[config.mk]
export PLATFORM = sky130hd
export DESIGN_NAME = mem_port_arbiter
export DESIGN_NICKNAME = d
export VERILOG_FILES = /design/src/rtl/mem_arb_pkg.sv /design/src/rtl/arb_pick.sv /design/src/rtl/mem_port_arbiter.sv
export SDC_FILE = /design/constraint.sdc
export NUM_CORES = 1
export LEC_CHECK = 0
export ABC_AREA = 1
export BUFFER_PORTS_ARGS = -buffer_cell sky130_fd_sc_hd__buf_4
export CAP_MARGIN = 20
export CORE_AREA = 2 2 106 108
export CTS_CLUSTER_DIAMETER = 60
export DETAILED_ROUTE_END_ITERATION = 12
export DIE_AREA = 0 0 108 110
export PLACE_DENSITY_LB_ADDON = 0.3
export SYNTH_ARGS = -nofsm -noshare
export SYNTH_HDL_FRONTEND = slang
export SYNTH_SLANG_ARGS = --single-unit
[constraint.sdc]
create_clock -name clk -period 1.2 [get_ports clk]
set_clock_uncertainty 0.1 [all_clocks]
set_input_delay 0.12 -clock clk [delete_from_list [all_inputs] [get_ports clk]]
set_output_delay 0.12 -clock clk [all_outputs]
set_load 0.05 [all_outputs]
[src/rtl/mem_arb_pkg.sv]
// Shared types and constants for the unified-memory port arbiter.
package mem_arb_pkg;

  typedef enum logic [1:0] {
    ARB_IDLE,
    ARB_RESP_I,
    ARB_RESP_D
  } arb_state_t;

  typedef enum logic {
    OWNER_INST,
    OWNER_DATA
  } arb_owner_t;

  localparam logic [3:0] BE_ALL = 4'hF;

endpackage

[src/rtl/arb_pick.sv]
// Winner select between fetch and load/store requests.
// Build option ARB_ROUND_ROBIN_EN: alternate on collisions instead of data-first.
module arb_pick
  import mem_arb_pkg::*;
(
  input  logic       i_req,
  input  logic       d_req,
`ifdef ARB_ROUND_ROBIN_EN
  input  arb_owner_t last_owner,
`endif
  output logic       pick_i,
  output logic       pick_d
);

`ifdef ARB_ROUND_ROBIN_EN
  // On a collision the side that did not win last time goes first.
  assign pick_d = d_req && (!i_req || (last_owner == OWNER_INST));
`else
  assign pick_d = d_req;
`endif
  assign pick_i = i_req && !pick_d;

endmodule

[src/rtl/mem_port_arbiter.sv]
// Shares one single-port, 1-cycle-latency RAM between instruction fetch and load/store.
// Build option ARB_ROUND_ROBIN_EN selects round-robin collision handling (default: data first).
module mem_port_arbiter
  import mem_arb_pkg::*;
#(
  parameter int ADDR_W = 32,
  parameter int DATA_W = 32
) (
  input  logic              clk,
  input  logic              reset_n,
  input  logic              i_req,
  input  logic [ADDR_W-1:0] i_addr,
  output logic              i_gnt,
  output logic              i_rvalid,
  output logic [DATA_W-1:0] i_rdata,
  input  logic              d_req,
  input  logic              d_we,
  input  logic [3:0]        d_be,
  input  logic [ADDR_W-1:0] d_addr,
  input  logic [DATA_W-1:0] d_wdata,
  output logic              d_gnt,
  output logic              d_rvalid,
  output logic [DATA_W-1:0] d_rdata,
  output logic              mem_en,
  output logic              mem_we,
  output logic [3:0]        mem_be,
  output logic [ADDR_W-1:0] mem_addr,
  output logic [DATA_W-1:0] mem_wdata,
  input  logic [DATA_W-1:0] mem_rdata
);

  arb_state_t state;
  logic       idle;
  logic       pick_i;
  logic       pick_d;

  // Reset gates every strobe combinationally, so nothing leaks out in the reset cycle.
  assign idle = reset_n && (state == ARB_IDLE);

`ifdef ARB_ROUND_ROBIN_EN
  arb_owner_t last_owner;

  arb_pick u_pick (
    .i_req      (i_req),
    .d_req      (d_req),
    .last_owner (last_owner),
    .pick_i     (pick_i),
    .pick_d     (pick_d)
  );
`else
  arb_pick u_pick (
    .i_req  (i_req),
    .d_req  (d_req),
    .pick_i (pick_i),
    .pick_d (pick_d)
  );
`endif

  assign i_gnt     = idle && pick_i;
  assign d_gnt     = idle && pick_d;
  assign mem_en    = i_gnt || d_gnt;
  assign mem_we    = d_gnt && d_we;
  assign mem_be    = mem_we ? d_be : (mem_en ? BE_ALL : 4'h0);
  assign mem_addr  = mem_en ? ((d_gnt ? d_addr : i_addr) & ~ADDR_W'(3)) : '0;
  assign mem_wdata = mem_we ? d_wdata : '0;

  assign i_rvalid  = reset_n && (state == ARB_RESP_I);
  assign d_rvalid  = reset_n && (state == ARB_RESP_D);
  assign i_rdata   = mem_rdata;
  assign d_rdata   = mem_rdata;

  // NOTE: sequential state uses non-blocking assignments so every flop samples pre-edge values.
  always_ff @(posedge clk) begin
    if (!reset_n) begin
      state <= ARB_IDLE;
`ifdef ARB_ROUND_ROBIN_EN
      last_owner <= OWNER_DATA;
`endif
    end else begin
      case (state)
        ARB_IDLE: begin
          if (i_gnt)
            state <= ARB_RESP_I;
          else if (d_gnt && !d_we)
            state <= ARB_RESP_D;
          else
            state <= ARB_IDLE;
        end
        default: state <= ARB_IDLE;
      endcase
`ifdef ARB_ROUND_ROBIN_EN
      if (i_gnt)
        last_owner <= OWNER_INST;
      else if (d_gnt)
        last_owner <= OWNER_DATA;
`endif
    end
  end

endmodule

==> results of run 1 <==
cells in the mapped netlist:
cell | n | area, um2
a21oi_1 | 31 | 155
buf_2 | 20 | 100
nand3_2 | 1 | 10.0
dfxtp_1 | 2 | 40.0
nor2_4 | 1 | 11.3
nand2_1 | 37 | 139
nand4_2 | 1 | 12.5
conb_1 | 1 | 3.75
nor3_1 | 3 | 15.0
o211ai_2 | 1 | 12.5
nand4_1 | 30 | 188
buf_4 | 66 | 495
nor2_1 | 39 | 146
inv_1 | 38 | 143
worst paths after layout:
| path | start | to | slack, ps |
|---|---|---|---|
| min | d_we | state[1] | 90 |
| min reg2reg | state[0] | state[1] | 800 |
| max reg2reg | state[0] | state[1] | 0 |
| max | state[0] | mem_wdata[10] | -540 |
routing by layer:
metal	up-vias	wire, um
met5	-	0
met4	0	178
met3	21	871
met2	143	4210
met1	1026	2740
li1	1055	-
power breakdown:
part / switching (mW) / internal, mW / total [mW]
Clock: 0.0505 / 0.212 / 0.262
Sequential: 0.00287 / 0.0706 / 0.0734
Combinational: 1.02 / 0.793 / 1.81
Total: 1.07 / 1.08 / 2.14
metrics by stage:
| step | setup TNS (ps) | hold WS [ps] | total power, mW |
|---|---|---|---|
| 4_1_cts | -35780 | 99.8 | 2.09 |
| 3_3_place_gp | -21310 | 140 | 1.61 |
| 2_1_floorplan | -18820 | 85.0 | 1.59 |
| 6_report | -35100 | 94.6 | 2.14 |
| 3_5_place_dp | -22980 | 140 | 1.62 |
| 5_1_grt | -40950 | 101 | 2.26 |
cell usage in the layout (no fill, tap or decap), drive strengths merged:
master,netlist,final
nor3,3,3
buf,86,209
inv,38,37
conb,1,2
dfxtp,2,2
a21oi,31,31
nand3,1,1
o211ai,1,1
nor2,40,40
clkbuf,0,6
clkinvlp,0,1
nand4,31,31
nand2,37,37
final cells by class:
class | count | area (um2) | share of cell area
clock buffers | 3 | 41.3 | 0.0103
repair buffers | 212 | 2200 | 0.546
well taps | 140 | 175 | 0.0435
flip-flops and latches | 2 | 42.5 | 0.0106
inverters | 38 | 146 | 0.0364
multi-input cells | 146 | 1420 | 0.353
repair_timing:
item                                    CTS  global route
resized for setup                       105            16
hold endpoints to repair                  0             0
gates cloned                              4             3
pin swaps                                20             7
endpoints found under the setup margin   72            74
buffers inserted                          9             1
logic make-up after synthesis:
kind of cell / share of synthesized area
other: 0.00255
AND/OR/NAND/NOR: 0.355
AO/OA/AOI/OAI: 0.114
buffers and inverters: 0.502
flip-flops: 0.0272
critical path, stage by stage, from the launching register on:
cell     delay (ps)
dfxtp_2         320
nor2_4          160
buf_12          130
nand4_4         120
buf_6           180
buf_12          150
nor2_4          100
buf_6           160
==> flow_metrics.env, run 1 <==
export IMPL_ys_seq_area_frac=0.0272
export IMPL_slew_viol_final=0
export IMPL_insertion_delay_ps=210
export IMPL_regMostFlops="state"
export IMPL_cts_clk_slew_worst_paths_ps=30
export IMPL_largest_reg_flops=2
export IMPL_syn_to_final_growth_pct=173
export IMPL_ant_nets=0
export IMPL_cts_tree="done"
export IMPL_dp_final_hpwl_um=5420
export IMPL_die_width_um=108
export IMPL_critical_path_max_fanout=6
export IMPL_p_leak_nw=1.83
export IMPL_cts_sinks=2
export IMPL_synth_cell_type_count=14
export IMPL_reg2reg_depth=5
export IMPL_root_buffer="clkbuf_8"
export IMPL_crit_type="flip-flop to output port"
export IMPL_grt_pass1_vias=2357
export IMPL_rsz0062_at_grt="true"
export IMPL_drv_cap=0
export IMPL_period_needed_ps=1740
export IMPL_synth_avg_cell_area_um2=5.43
export IMPL_end_kind="output port"
export IMPL_min_path_type="input port to flip-flop"
export IMPL_min_delay_path_depth=3
export IMPL_die_area_mm2=0.0119
export IMPL_period_share=1.45
export IMPL_utilization=0.376
export IMPL_die_h_um=110
export IMPL_violations="setup timing"
export IMPL_track_usage=0.121
export IMPL_worstSetupStartpointType="flip-flop"
export IMPL_setup_violations=72
export IMPL_postLayoutSetupSlackWorst_ps=-541
export IMPL_initial_core_util=0.138
export IMPL_maxClockFrequency_mhz=574
export IMPL_place_area_mm2=0.00331
export IMPL_peakVddDrop_uv=225
export IMPL_wl_per_cell_um=14.8
export IMPL_top_regs="state x2"
export IMPL_gr_usage_met2=0.229
export IMPL_drive_above_1_share=0.758
export IMPL_worstPathArrival_ps=1520
export IMPL_synth_area_mm2=0.00147
export IMPL_n_antenna_cell=0
export IMPL_drt_pass1_iter_count=4
export IMPL_cts_made_buffers=3
export IMPL_grt_use_met3=0.0459
export IMPL_fin_nets=540
export IMPL_synth_warnings=0
export IMPL_grt_pass1_wl_um=11400
export IMPL_num_io_pins=275
export IMPL_io_buffer_count=172
export IMPL_drc=0
export IMPL_design_area_mm2=0.00402
export IMPL_busiest_layer="met2"
export IMPL_drt_wl_total_um=8000
export IMPL_required_ps=980
export IMPL_drtIter0Drc=109
export IMPL_hold_viol=0
export IMPL_rows=38
export IMPL_use_met1=0.123
export IMPL_grt_max_degree=31
export IMPL_fillers=1098
export IMPL_dp_cells=522
export IMPL_antenna_found_initial=0
export IMPL_fin_cells=541
export IMPL_grt_ovfl_total=0
export IMPL_powerDensity_mw_per_mm2=533
export IMPL_status="finished, violations left"
export IMPL_cts_hold_fix_buffers=0
export IMPL_ys_seq_elements=2
export IMPL_viasPerCell=4.15
export IMPL_dp_slack_ps=-378
export IMPL_netlist_instances=271
export IMPL_cts_buffer_depth=2
export IMPL_h_tree_depth=1
export IMPL_vias=2245
export IMPL_core_mm2=0.0107
export IMPL_gp_congestion=0.670
No activity file was read; power rests on OpenSTA's default activity.
==> run 2: changes to the inputs <==
--- a/config.mk
+++ b/config.mk
@@ -16,3 +16,4 @@
 export SYNTH_ARGS = -nofsm -noshare
 export SYNTH_HDL_FRONTEND = slang
 export SYNTH_SLANG_ARGS = --single-unit
+export TNS_END_PERCENT = 20
==> constraint.sdc (replaced) <==
create_clock -name clk -period 1.2 [get_ports clk]
set_clock_uncertainty 0.1 [all_clocks]
set_input_delay 0.12 -clock clk [delete_from_list [all_inputs] [get_ports clk]]
set_output_delay 0.12 -clock clk [all_outputs]
set_load 0.005 [all_outputs]
==> flow_metrics.env, run 2 (synthesis results as in run 1) <==
export IMPL_status="finished, violations left"
export IMPL_violations="setup timing"
export IMPL_end_kind="output port"
export IMPL_insertion_delay_ps=210
export IMPL_critical_path_max_fanout=11
export IMPL_drive_above_1_share=0.573
export IMPL_p_leak_nw=1.52
export IMPL_worstPathArrival_ps=1350
export IMPL_rows=38
export IMPL_cts_clk_slew_worst_paths_ps=30
export IMPL_wl_per_cell_um=11.7
export IMPL_powerDensity_mw_per_mm2=439
export IMPL_gp_congestion=0.742
export IMPL_cts_sinks=2
export IMPL_die_width_um=108
export IMPL_min_path_type="input port to flip-flop"
export IMPL_initial_core_util=0.138
export IMPL_required_ps=980
export IMPL_place_area_mm2=0.00249
export IMPL_io_buffer_count=172
export IMPL_cts_buffer_depth=2
export IMPL_crit_type="flip-flop to output port"
export IMPL_slew_viol_final=0
export IMPL_viasPerCell=3.85
export IMPL_drc=0
export IMPL_grt_ovfl_total=0
export IMPL_maxClockFrequency_mhz=638
export IMPL_utilization=0.250
export IMPL_peakVddDrop_uv=212
export IMPL_layout_common_cells="buf_4, inv_1, nor2_1"
export IMPL_dp_slack_ps=-230
export IMPL_min_delay_path_depth=2
export IMPL_top_regs="state x2"
export IMPL_h_tree_depth=1
export IMPL_cts_tree="done"
export IMPL_crit_chain="nor2_4, buf_12, buf_4, nand4_1, a21oi_1, buf_4"
export IMPL_drt_wl_total_um=6090
export IMPL_reg2reg_depth=5
export IMPL_drt_pass1_iter_count=3
export IMPL_core_mm2=0.0107
export IMPL_grt_pass1_wl_um=8510
export IMPL_postLayoutSetupSlackWorst_ps=-368
export IMPL_track_usage=0.0899
export IMPL_design_area_mm2=0.00268
export IMPL_period_needed_ps=1570
export IMPL_largest_reg_flops=2
export IMPL_grt_pass1_vias=1799
export IMPL_slowest_stage="dfxtp_2"
export IMPL_critPathTopFamily="buffers and inverters"
export IMPL_drtIter0Drc=49
export IMPL_cp_common_cell="buf_4"
export IMPL_num_io_pins=275
export IMPL_rsz0062_at_grt="true"
export IMPL_fin_nets=518
export IMPL_setup_violations=70
export IMPL_syn_to_final_growth_pct=81.8
export IMPL_vias=1998
export IMPL_regMostFlops="state"
export IMPL_fillers=1221
export IMPL_n_antenna_cell=0
export IMPL_root_buffer="clkbuf_8"
export IMPL_die_area_mm2=0.0119
export IMPL_period_share=1.31
export IMPL_path_buf_inv=3
export IMPL_antenna_found_initial=0
export IMPL_max_stage_delay_ps=320
export IMPL_dp_final_hpwl_um=5140
export IMPL_cts_made_buffers=3
export IMPL_die_h_um=110
export IMPL_ant_nets=0
export IMPL_worstSetupStartpointType="flip-flop"
export IMPL_hold_viol=0
export IMPL_crit_cells=6
export IMPL_drv_cap=0
export IMPL_grt_max_degree=36
export IMPL_final_common_cell="buf_4"
run 2: cell count changes in the layout (fill, tap and decap cells not counted), sizes merged:
cell / previous run / this run
clkinvlp: 1 / 0
clkbuf: 6 / 3
buf: 209 / 190
inv: 37 / 38
run 2: path summary, 6_finish.rpt:
kind	start	endpoint	slack [ps]
worst min-delay path	d_we	state[1]	2
worst min register to register	state[0]	state[0]	720
worst max register to register	state[0]	state[0]	90
worst max-delay path	state[0]	mem_addr[22]	-370
run 2: repair_timing:
action,CTS,global route
resized for setup,22,12
endpoints found under the setup margin,72,72
hold buffers,0,0
pin swaps,4,3
setup buffers,1,0
run 2: layer usage:
layer	wire (um)	vias to the layer above	global-route usage
met1	2090	872	0.0949
met3	613	15	0.0306
met2	3310	105	0.171
li1	-	1006	-
met5	0	-	0
met4	72	0	0.0229
run 2: stage by stage:
| step | power, mW | instances | TNS [ps] | hold WS (ps) |
|---|---|---|---|---|
| CTS | 1.18 | 519 | -22260 | 1.02 |
| global placement | 0.855 | 515 | -10210 | 140 |
| global route | 1.26 | 519 | -27030 | 16.4 |
| detailed placement | 0.856 | 515 | -9870 | 140 |
| finish | 1.17 | 519 | -21860 | 1.98 |
| floorplan | 0.523 | 272 | 0 | 92.4 |
run 2: cell type report:
| type | count | area (um2) | share of cell area |
|---|---|---|---|
| tap | 140 | 175 | 0.0655 |
| inverter | 38 | 143 | 0.0533 |
| sequential | 2 | 45.0 | 0.0168 |
| clock buffer | 3 | 41.3 | 0.0154 |
| timing repair buffer | 190 | 1480 | 0.554 |
| multi-input combinational | 146 | 788 | 0.295 |
run 2: worst reg2reg max path: cells and delay by family (launching register included):
kind	cells	cell delay, ps
buffers and inverters	2	290
DFF	1	320
and+or+nand+nor	3	320
run 2: power by group:
group / internal [mW] / total [mW] / switching (mW)
sequential: 0.0691 / 0.0721 / 0.00302
clock: 0.212 / 0.263 / 0.0508
combinational: 0.488 / 0.839 / 0.351
total: 0.769 / 1.17 / 0.405
==> run 3: changes to the inputs <==
--- a/config.mk
+++ b/config.mk
@@ -10,9 +10,10 @@
 export CAP_MARGIN = 20
 export CORE_AREA = 2 2 106 108
 export CTS_CLUSTER_DIAMETER = 60
+export CTS_CLUSTER_SIZE = 24
 export DETAILED_ROUTE_END_ITERATION = 12
 export DIE_AREA = 0 0 108 110
-export PLACE_DENSITY_LB_ADDON = 0.3
+export PLACE_DENSITY_LB_ADDON = 0.12
 export SYNTH_ARGS = -nofsm -noshare
 export SYNTH_HDL_FRONTEND = slang
 export SYNTH_SLANG_ARGS = --single-unit
==> flow_metrics.env, run 3 (synthesis results as in run 1) <==
export IMPL_drv_cap=0
export IMPL_cts_clk_slew_worst_paths_ps=30
export IMPL_largest_reg_flops=2
export IMPL_drtIter0Drc=59
export IMPL_p_leak_nw=1.55
export IMPL_worstReg2RegEnd="state[1]"
export IMPL_dp_final_hpwl_um=4980
export IMPL_crit_chain="nor2_4, buf_6, buf_12, nand4_1, a21oi_2, buf_4"
export IMPL_period_share=1.37
export IMPL_maxClockFrequency_mhz=610
export IMPL_die_area_mm2=0.0119
export IMPL_die_width_um=108
export IMPL_postLayoutSetupSlackWorst_ps=-440
export IMPL_worstSetupStartpointType="flip-flop"
export IMPL_path_buf_inv=3
export IMPL_reg2reg_depth=4
export IMPL_cts_buffer_depth=2
export IMPL_hold_viol=0
export IMPL_grt_pass1_wl_um=8660
export IMPL_p_total_mw=1.21
export IMPL_max_stage_delay_ps=320
export IMPL_rsz0062_at_grt="true"
export IMPL_top_regs="state x2"
export IMPL_regMostFlops="state"
export IMPL_ant_nets=0
export IMPL_utilization=0.251
export IMPL_io_buffer_count=172
export IMPL_num_io_pins=275
export IMPL_antenna_found_initial=0
export IMPL_min_path_type="input port to flip-flop"
export IMPL_insertion_delay_ps=210
export IMPL_critical_path_max_fanout=8
export IMPL_vias=2013
export IMPL_slowest_stage="dfxtp_2"
export IMPL_cts_tree="done"
export IMPL_fin_nets=519
export IMPL_crit_type="flip-flop to output port"
export IMPL_end_kind="output port"
export IMPL_n_antenna_cell=0
export IMPL_min_delay_path_depth=2
export IMPL_viasPerCell=3.87
export IMPL_worstPathArrival_ps=1420
export IMPL_gp_congestion=0.757
export IMPL_grt_ovfl_total=0
export IMPL_drc=0
export IMPL_period_needed_ps=1640
export IMPL_powerDensity_mw_per_mm2=449
export IMPL_drive_above_1_share=0.537
export IMPL_final_common_cell="buf_4"
export IMPL_track_usage=0.0927
export IMPL_reg2reg_slack_ps=70
export IMPL_drt_wl_total_um=6790
export IMPL_root_buffer="clkbuf_8"
export IMPL_crit_cells=6
export IMPL_core_mm2=0.0107
export IMPL_rows=38
export IMPL_r2r_start="state[0]"
export IMPL_slew_viol_final=0
export IMPL_status="finished, violations left"
export IMPL_min_to="state[1]"
export IMPL_grt_max_degree=31
export IMPL_grt_pass1_vias=1746
export IMPL_wl_per_cell_um=13.1
export IMPL_peakVddDrop_uv=278
export IMPL_drt_pass1_iter_count=4
export IMPL_critPathTopFamily="buffers and inverters"
export IMPL_h_tree_depth=1
export IMPL_die_h_um=110
export IMPL_violations="setup timing"
export IMPL_cts_made_buffers=3
export IMPL_min_from="d_we"
export IMPL_setup_violations=70
export IMPL_syn_to_final_growth_pct=82.6
export IMPL_cts_sinks=2
export IMPL_layout_common_cells="buf_4, nor2_1, inv_1"
export IMPL_required_ps=980
export IMPL_initial_core_util=0.138
==> run 3: area by class of cell <==
| type | count | area [um2] |
|---|---|---|
| inverters | 38 | 143 |
| repair buffers | 191 | 1560 |
| well taps | 140 | 175 |
| flip-flops and latches | 2 | 41.3 |
| clock buffers | 3 | 41.3 |
| fillers | 1194 | 8010 |
| multi-input cells | 146 | 723 |
==> run 3: layer usage <==
metal | share of wire | vias up | GRT usage
li1 | - | 1008 | -
met1 | 0.36 | 870 | 0.0933
met2 | 0.53 | 114 | 0.190
met3 | 0.083 | 21 | 0.0194
met4 | 0.023 | 0 | 0.0266
met5 | 0 | - | 0
==> run 3: worst max-delay path by stage <==
stage	from	end	slack, ps
5_1_grt	state[0]	mem_addr[27]	-550
2_1_floorplan	state[1]	mem_wdata[10]	20
3_5_place_dp	state[1]	mem_wdata[10]	-200
3_3_place_gp	state[1]	mem_addr[18]	-220
4_1_cts	state[1]	mem_wdata[10]	-430
6_report	state[0]	mem_addr[27]	-440
==> run 3: power breakdown <==
part	total [mW]	switching (mW)	internal (mW)	leakage [nW]
registers	0.0729	0.00267	0.0703	0.0168
clock network	0.266	0.0541	0.212	0.0216
logic	0.867	0.358	0.510	1.51
total	1.21	0.414	0.792	1.55
==> run 3: metrics by stage <==
| step | instance area, um2 | std cells | hold slack, ps | setup TNS, ps | setup WS [ps] |
|---|---|---|---|---|---|
| global placement | 2530 | 512 | 140 | -9760 | -216 |
| global route | 2690 | 520 | 7.65 | -33320 | -553 |
| detailed placement | 2530 | 512 | 140 | -9770 | -202 |
| CTS | 2580 | 515 | 4.87 | -26030 | -432 |
| finish | 2690 | 520 | 8.39 | -25320 | -440 |
| floorplan | 1480 | 272 | 92.4 | 0 | 19.5 |
==> run 3: what timing repair did <==
action | CTS | global route
endpoints found under the setup margin | 71 | 73
hold buffers | 0 | 0
resized for setup | 2 | 9
setup buffers | 0 | 2
cloned | 0 | 3
pin swaps | 0 | 28
==> run 3: worst register-to-register path: stages, from the launching register on <==
cell and delay (ps):
dfxtp_2 320, nor2_4 220, nand3_2 150, buf_12 190
nor2_1 90
